### config.mk
export PLATFORM = sky130hd
export DESIGN_NAME = mem_stage_lsu
export DESIGN_NICKNAME = d
export VERILOG_FILES = /design/src/rtl/mem_stage_lsu.sv
export SDC_FILE = /design/constraint.sdc
export NUM_CORES = 1
export LEC_CHECK = 0
export BUFFER_PORTS_ARGS = -buffer_cell sky130_fd_sc_hd__buf_2
export CORE_ASPECT_RATIO = 0.6
export CORE_MARGIN = 8
export CORE_UTILIZATION = 52
export DETAILED_ROUTE_END_ITERATION = 6
export PLACE_DENSITY = 0.95
export SLEW_MARGIN = 25
export SYNTH_ARGS = -nofsm -noshare
export SYNTH_HDL_FRONTEND = slang
export SYNTH_SLANG_ARGS = --single-unit
### constraint.sdc
create_clock -name clk -period 4.1 [get_ports clk]
set_clock_uncertainty 0.1 [all_clocks]
set_input_delay 0.41 -clock clk [delete_from_list [all_inputs] [get_ports clk]]
set_output_delay 0.41 -clock clk [all_outputs]
set_load 0.005 [all_outputs]
### src/rtl/mem_stage_lsu.sv
// mem_stage_lsu: memory-stage load/store unit with req/ack data bus, byte-lane steering and load extension.
// Optional misaligned-access rejection is compiled in with `define LSU_ALIGN_CHECK_EN.
module mem_stage_lsu #(
  parameter int MAX_WAIT = 255
) (
  input  logic        clk,
  input  logic        reset,
  input  logic        memreqM,
  input  logic        memwriteM,
  input  logic [1:0]  sizeM,
  input  logic        unsignedM,
  input  logic [31:0] aluoutM,
  input  logic [31:0] writedataM,
  output logic [31:0] readdataM,
  output logic        stallM,
  output logic        buserrM,
  output logic        misalignM,
  output logic        bus_req,
  output logic        bus_we,
  output logic [31:0] bus_addr,
  output logic [3:0]  bus_be,
  output logic [31:0] bus_wdata,
  input  logic        bus_ack,
  input  logic [31:0] bus_rdata
);

  typedef enum logic [1:0] {IDLE = 2'd0, BUSY = 2'd1, DONE = 2'd2} state_t;

  state_t      state, state_next;
  logic [7:0]  cnt;
  logic [8:0]  cnt_inc;
  logic [1:0]  size_p1;
  logic [1:0]  off_p1;
  logic        unsigned_p1;
  logic        err_p1;
  logic        reject;
  logic        issue;
  logic        timeout;

  function automatic logic [3:0] lane_be(input logic [1:0] size, input logic [1:0] off);
    case (size)
      2'b00:   lane_be = 4'b0001 << off;
      2'b01:   lane_be = off[1] ? 4'b1100 : 4'b0011;
      default: lane_be = 4'b1111;
    endcase
  endfunction

  function automatic logic [31:0] lane_wdata(input logic [1:0] size, input logic [31:0] wdata);
    case (size)
      2'b00:   lane_wdata = {4{wdata[7:0]}};
      2'b01:   lane_wdata = {2{wdata[15:0]}};
      default: lane_wdata = wdata;
    endcase
  endfunction

  function automatic logic [31:0] load_ext(input logic [31:0] rdata, input logic [1:0] size,
                                           input logic [1:0] off, input logic uns);
    logic [7:0]  b;
    logic [15:0] h;
    case (off)
      2'd0:    b = rdata[7:0];
      2'd1:    b = rdata[15:8];
      2'd2:    b = rdata[23:16];
      default: b = rdata[31:24];
    endcase
    h = off[1] ? rdata[31:16] : rdata[15:0];
    case (size)
      2'b00:   load_ext = uns ? {24'h0, b} : {{24{b[7]}}, b};
      2'b01:   load_ext = uns ? {16'h0, h} : {{16{h[15]}}, h};
      default: load_ext = rdata;
    endcase
  endfunction

`ifdef LSU_ALIGN_CHECK_EN
  logic misaligned;
  always_comb begin
    case (sizeM)
      2'b00:   misaligned = 1'b0;
      2'b01:   misaligned = aluoutM[0];
      default: misaligned = |aluoutM[1:0];
    endcase
  end
  assign reject = (state == IDLE) & memreqM & misaligned;
`else
  assign reject = 1'b0;
`endif

  assign misalignM = reject;
  assign issue     = (state == IDLE) & memreqM & ~reject;
  assign stallM    = memreqM & (state != DONE) & ~reject;
  assign bus_req   = (state == BUSY);
  assign buserrM   = (state == DONE) & err_p1;
  assign cnt_inc   = {1'b0, cnt} + 9'd1;
  assign timeout   = ~bus_ack & (cnt_inc == 9'(MAX_WAIT));

  always_ff @(posedge clk) begin
    if (reset) state <= IDLE;
    else       state <= state_next;
  end

  always_comb begin
    state_next = state;
    case (state)
      IDLE:    if (issue) state_next = BUSY;
      BUSY:    if (bus_ack || timeout) state_next = DONE;
      default: state_next = IDLE;
    endcase
  end

  // Access fields latched at issue; they only steer load extension so need no reset.
  always_ff @(posedge clk) begin
    if (issue) begin
      size_p1     <= sizeM;
      off_p1      <= aluoutM[1:0];
      unsigned_p1 <= unsignedM;
    end
  end

  // Bus registers live only across BUSY; readdataM updates on completion.
  always_ff @(posedge clk) begin
    if (reset) begin
      cnt       <= 8'd0;
      err_p1    <= 1'b0;
      readdataM <= 32'h0;
      bus_we    <= 1'b0;
      bus_be    <= 4'h0;
      bus_addr  <= 32'h0;
      bus_wdata <= 32'h0;
    end else begin
      case (state)
        IDLE: begin
          if (issue) begin
            cnt       <= 8'd0;
            err_p1    <= 1'b0;
            bus_we    <= memwriteM;
            bus_be    <= lane_be(sizeM, aluoutM[1:0]);
            bus_addr  <= {aluoutM[31:2], 2'b00};
            bus_wdata <= lane_wdata(sizeM, writedataM);
          end
        end
        BUSY: begin
          if (bus_ack || timeout) begin
            bus_we    <= 1'b0;
            bus_be    <= 4'h0;
            bus_addr  <= 32'h0;
            bus_wdata <= 32'h0;
            if (timeout) begin
              err_p1    <= 1'b1;
              readdataM <= 32'h0;
            end else if (!bus_we) begin
              readdataM <= load_ext(bus_rdata, size_p1, off_p1, unsigned_p1);
            end
          end else begin
            cnt <= cnt_inc[7:0];
          end
        end
        default: begin
          err_p1 <= 1'b0;
        end
      endcase
    end
  end

endmodule

## After elaboration in Yosys (flattened, before gate mapping)

Cells that the tools add are included.

| word-level totals | value |
|---|---|
| logic and storage cells | 73 |
| register bits after elaboration | 117 |

| operators by class | value |
|---|---|
| muxes and demuxes | 31 |
| equality and inequality tests | 13 |
| bitwise gates (word level) | 5 |
| reductions and logical operators | 11 |
| shifts and indexed selects | 1 |
| $add $sub $neg | 1 |

Operators by type and width:

| kind | number |
|---|---|
| one-hot mux 32 bit (2 select lines) | 4 |
| 2-to-1 mux 32 bit | 7 |
| one-hot mux 8 bit (3 select lines) | 1 |
| 2-to-1 mux 16 bit | 1 |
| 2-to-1 mux 8 bit | 2 |
| one-hot mux 4 bit (2 select lines) | 2 |
| one-hot mux 8 bit (2 select lines) | 1 |
| 2-to-1 mux 4 bit | 3 |
| AND reduction 3 bit | 4 |
| adder 8 x 1 -> 9 bit, second input constant | 1 |
| equality test 9 x 8 -> 1 bit, second input constant | 1 |
| equality test 2 x 1 -> 1 bit, second input constant | 4 |
| logical NOT 2 bit | 4 |
| != test 2 x 1 -> 1 bit, second input constant | 3 |
| != test 2 bit, second input constant | 3 |
| 2-to-1 mux 1 bit | 5 |
| AND 1 bit | 4 |
| equality test 2 bit, second input constant | 2 |
| 2-to-1 mux 2 bit | 2 |
| one-hot mux 1 bit (2 select lines) | 2 |
| one-hot mux 2 bit (2 select lines) | 1 |
| << shifter 1 x 2 -> 4 bit, first input constant | 1 |
| AND reduction 2 bit | 1 |
| nonzero test 2 bit | 1 |
| other kinds (2) | 2 |

## Logic depth before layout (Yosys ltp)

| depth | value |
|---|---|
| word-level depth | 6 |
| depth in mapped cells | 9 |
| gate-level depth less buffers | 7 |

## Worst setup path after synthesis

No wires, ideal clock.

| timing path | value |
|---|---|
| path kind | register -> register |
| start point | register cnt[0] |
| end point | register bus_wdata[30] |
| data required time | 3883 ps |
| arrival time | 1943 ps |
| stages on the path, launching flop included | 9 |
| path slack | 1940 ps |
| library setup time | 117 ps |
| cells stage by stage | dfxtp_1 ha_1 xnor2_1 or3_1 buf_2 o31ai_4 nor2_2 buf_2 a22o_1 |

| on the way | value |
|---|---|
| longest elaborated chain between the ends | 6 |

RTL lines:

| item | line | source |
|---|---|---|
| start: declaration | 30 | `logic [7:0] cnt;` |
| start signal: assignment | 154 | `cnt <= cnt_inc[7:0];` |
| adder 8 x 1 -> 9 bit | 93 | `assign cnt_inc = {1'b0, cnt} + 9'd1;` |
| equality test 9 x 8 -> 1 bit | 94 | `assign timeout = ~bus_ack & (cnt_inc == 9'(MAX_WAIT));` |
| AND 1 bit | 94 |  |
| logical OR 1 bit | 142 | `if (bus_ack \|\| timeout) begin` |
| != test 2 x 1 -> 1 bit (no line) | - |  |
| AND reduction 3 bit (no line) | - |  |
| end signal: assignment | 138 | `bus_wdata <= lane_wdata(sizeM, writedataM);` |
| end: declaration | 22 | `output logic [31:0] bus_wdata,` |

No other way between the ends.
A chain may end at the register's enable or synchronous reset.

## Worst setup path after layout

| timing path | value |
|---|---|
| start point | register cnt[0] |
| end point | register bus_wdata[26] |

Same word-level chain as after synthesis.

==> results.txt <==
The highest clock frequency the design can meet is 363 MHz. The share of total power consumed by net switching came out at 26.6%. The average wire per standard cell is approximately 19 um. The starting utilization of the core area came out at 54.1%. The clock-pin slew of the registers on the worst-case setup and hold paths came out at 0.06 ns. The required time reported for the critical path endpoint is 4.29 ns. In this run, distinct cell masters in the synthesized netlist total 46. The post-cts repair resize count is 0. For this design the ratio of total power to cell area is between 400 and 500 mW/mm^2. The number of max-cap violations came out at 0. The detailed-route via count came out at ~5.2k.

The maximum number of pins on one net before global-route repair came out at 65. The worst-case vdd ir drop came out at 330 uV. The worst setup path is launched from a flip-flop. The time the final worst path needs with I/O delays and setup is 2.76 ns. The biggest fanout along the worst timing path came out at 52.

For this block, the initial DRC count from the detailed router was 595. The post-synthesis cell count is between 500 and 600. Global routing consumed, on the met2 layer, slightly above 40% of the routing resources. The total routing resource utilization after global routing came out at 25.2%. The number of hold-slack violations in the final timing report came to 0. Setup repair after global routing left no endpoint under its margin.

The main flop type after synthesis is sky130_fd_sc_hd__dfxtp_1. The H-tree depth reported by CTS came out at 4. Counting tap cells, the placed design contains a total of between 800 and 900 instances.

The clock root buffer is sky130_fd_sc_hd__clkbuf_16. The run finished with clean final reports. The top cell types in the final layout, fill and taps aside, are sky130_fd_sc_hd__buf_2 (205), sky130_fd_sc_hd__dfxtp_1 (110), sky130_fd_sc_hd__nand2_1 (109). In this run the standard cell core region covers 0.00929 mm^2.

The slack of the worst reg-to-reg path is about 1.3 ns. The cts-stage hold buffer count is 0. The synthesized area per cell is 8.75 um^2.

The number of buffers inserted to repair setup after CTS is 0. The horizontal die dimension is 143 um. The overflow left after global routing came out at 0. The min-delay analysis places its worst path in the category input port to flip-flop. The number of enable-type register cells in the synthesized netlist came out at 5. The number of cells on the worst reg-to-reg path is 7. The reported net switching power came out at 816 uW. In this run the tightest slew margin relative to its limit is 34.8%. The end-of-flow core utilization is 71.7%. The part of the power in the clock network is a little under half. The synthesized design contains approximately 120 register bits. Along the worst hold path, the cell count comes to 1. The Yosys step of the flow raised 0 warnings. The antenna cell count came out at 0. The cell area after synthesis came out at 0.00503 mm^2. The number of global-route vias before repair came out at ~5.2k. The critical path class is flip-flop to flip-flop. The total iterations of the first detailed-routing run is 6.

After global routing, the most crowded layer is met2. The row count came out at 27. The most common library cell in the layout ignoring fill and taps is sky130_fd_sc_hd__buf_2. The number of sinks driven by the clock tree came out at 115. The HPWL after detailed placement came out at 12.6 mm.

The register share of total power came out at 40.5%. The number of port buffers is 205. The share of synthesized registers carrying an async set or reset came out at 0%. The non-filler instance count after layout came out at 903. The endpoint arrival time on the critical path came out at 2.95 ns. The TritonCTS buffer count is 17. The share of total power in combinational logic came out at 12.4%. After routing, the total negative slack on setup checks comes to 0 ns.

The buffer depth of the longest clock path came out at 2. STA classifies the critical path endpoint as a flip-flop. The part of the cycle the worst path needs came out at 67.3%. The delay of the slowest critical-path stage came out at a little under 0.5 ns. The detailed-route wire length is roughly 17 mm. The die extent in y is ~92 um. The net count reported at finish is 866.

In this run the static leakage power is about 3.2 nW. The slew at the pin with the worst max-slew slack is 0.977 ns. The detail route stage leaves a number of antenna-violating nets equal to 0.

Walking the worst path, the cells encountered are ha_1, xnor2_1, or3_1, o31ai_4, buf_4, nor2_2, a22o_1. The congestion estimate from routability-driven global placement came to 0.931. The global-route met3 utilization is 6.57%. TritonCTS built the clock tree. The clock insertion delay at the later pin of the skew report is 0.41 ns. The share of post-route cells with drive strength above 1 is 33.1%. The final max-slew violation count came out at 0. The sequential share of the synthesized area came out at 46.8%. Compared with the post-synthesis result, the final layout area differs by 32.4%. The critical-path cell with the highest stage delay is sky130_fd_sc_hd__or3_1. The post-route DRC violation count came out at 0. The internal power consumption is 2.25 mW.

The number of antenna violations at the first check in global routing is 0. The first global-routing pass estimated between 20 and 30 mm of wire. The boundary pin count is 209.

Setup violations remaining at the end of the flow were counted as 0. Dividing the detail-routed via count by the number of cells gives 5.76. The die outline area is around 0.013 mm^2.

The fraction of met1 tracks used by global routing came out at 30.7%.
==> cell type report <==
type | count | area (um^2)
inverter | 16 | 60.1
multi-input combinational | 401 | 2440
timing repair buffer | 209 | 1060
tap | 130 | 163
clock buffer | 18 | 429
fill | 680 | 2630
clock inverter | 14 | 156
sequential | 115 | 2350
==> logic make-up (layout without fill, tap and decap cells) <==
kind of cell    after synthesis  after routing  synth area share [%]
buf+inv                      61            257                  4.90
fa+ha+maj                     2              2                 0.498
mux                          35             35                  8.73
xor+xnor                      2              2                 0.348
other cells                   1              3                0.0746
compound gates              184            184                  24.5
simple gates                175            175                  14.2
flops                       115            115                  46.8
==> critical path, delay by kind of cell (launching register included) <==
family | cells | cell delay [ns]
xor+xnor | 1 | 0.14
fa+ha+maj | 1 | 0.26
compound gates | 2 | 0.51
simple gates | 2 | 0.77
buf+inv | 1 | 0.49
flops | 1 | 0.35
==> registers in the layout, indices dropped and copies added, names as in the netlist <==
register,count
bus_be,4
bus_addr,30
bus_wdata,32
cnt,8
size_p1,2
state,2
bus_we,1
off_p1,2
unsigned_p1,1
err_p1,1
readdataM,32
==> final timing paths <==
path,startpoint,endpoint
hold / removal,unsignedM,unsigned_p1$_DFFE_PP_
setup / recovery,cnt[0]$_SDFFE_PP0P_,bus_wdata[26]$_SDFFE_PP0P_
hold reg to reg,bus_addr[8]$_SDFFE_PP0P_,bus_addr[8]$_SDFFE_PP0P_
setup reg to reg,cnt[0]$_SDFFE_PP0P_,bus_wdata[26]$_SDFFE_PP0P_
==> per-stage QoR <==
stage               cell area [um^2]  worst slack [ns]  total power [mW]  hold slack [ns]
finish                          6660              1.34              3.07           0.0731
global route                    6660              1.23              3.18           0.0573
CTS                             6660              1.39              3.08           0.0588
detailed placement              6070              1.40              1.64            0.343
global placement                6070              1.52              1.62            0.329
floorplan                       5040              1.94              1.46            0.346
==> per-layer routing <==
layer  share of wire (%)  wire length [um]  up-vias
li1                    -                 -     2418
met1                  40              6910     2416
met2                  48              8250      323
met3                 9.1              1560       40
met4                 2.1               358        0
met5                   0                 0        -
==> power groups by stage <==
stage                     Clock, mW  Sequential, mW  Combinational, mW
after floorplan                   0            1.25              0.208
after global placement            0            1.26              0.358
after detailed placement          0            1.26              0.374
after CTS                      1.46            1.24              0.377
after global routing           1.51            1.25              0.416
final                          1.45            1.24              0.380
==> synthesized netlist by cell type (4+ instances only) <==
| master | instances | area, um^2 |
|---|---|---|
| sky130_fd_sc_hd__clkbuf_1 | 35 | 131 |
| sky130_fd_sc_hd__nand2_1 | 109 | 409 |
| sky130_fd_sc_hd__a22o_1 | 7 | 61.3 |
| sky130_fd_sc_hd__a221oi_1 | 7 | 61.3 |
| sky130_fd_sc_hd__dfxtp_1 | 110 | 2200 |
| sky130_fd_sc_hd__a2111oi_0 | 7 | 61.3 |
| sky130_fd_sc_hd__edfxtp_1 | 5 | 150 |
| sky130_fd_sc_hd__nand2b_1 | 4 | 25.0 |
| sky130_fd_sc_hd__o2bb2ai_1 | 27 | 236 |
| sky130_fd_sc_hd__o21ai_0 | 23 | 115 |
| sky130_fd_sc_hd__a211oi_1 | 11 | 82.6 |
| sky130_fd_sc_hd__buf_2 | 5 | 25.0 |
| sky130_fd_sc_hd__mux2i_1 | 27 | 270 |
| sky130_fd_sc_hd__a21oi_1 | 62 | 310 |
| sky130_fd_sc_hd__a21o_1 | 16 | 120 |
| sky130_fd_sc_hd__o22ai_1 | 10 | 62.6 |
| sky130_fd_sc_hd__nor2_1 | 39 | 146 |
| sky130_fd_sc_hd__nand3_1 | 8 | 40.0 |
| sky130_fd_sc_hd__mux4_2 | 7 | 158 |
| sky130_fd_sc_hd__inv_1 | 16 | 60.1 |
No activity file was read; power rests on OpenSTA's default activity.
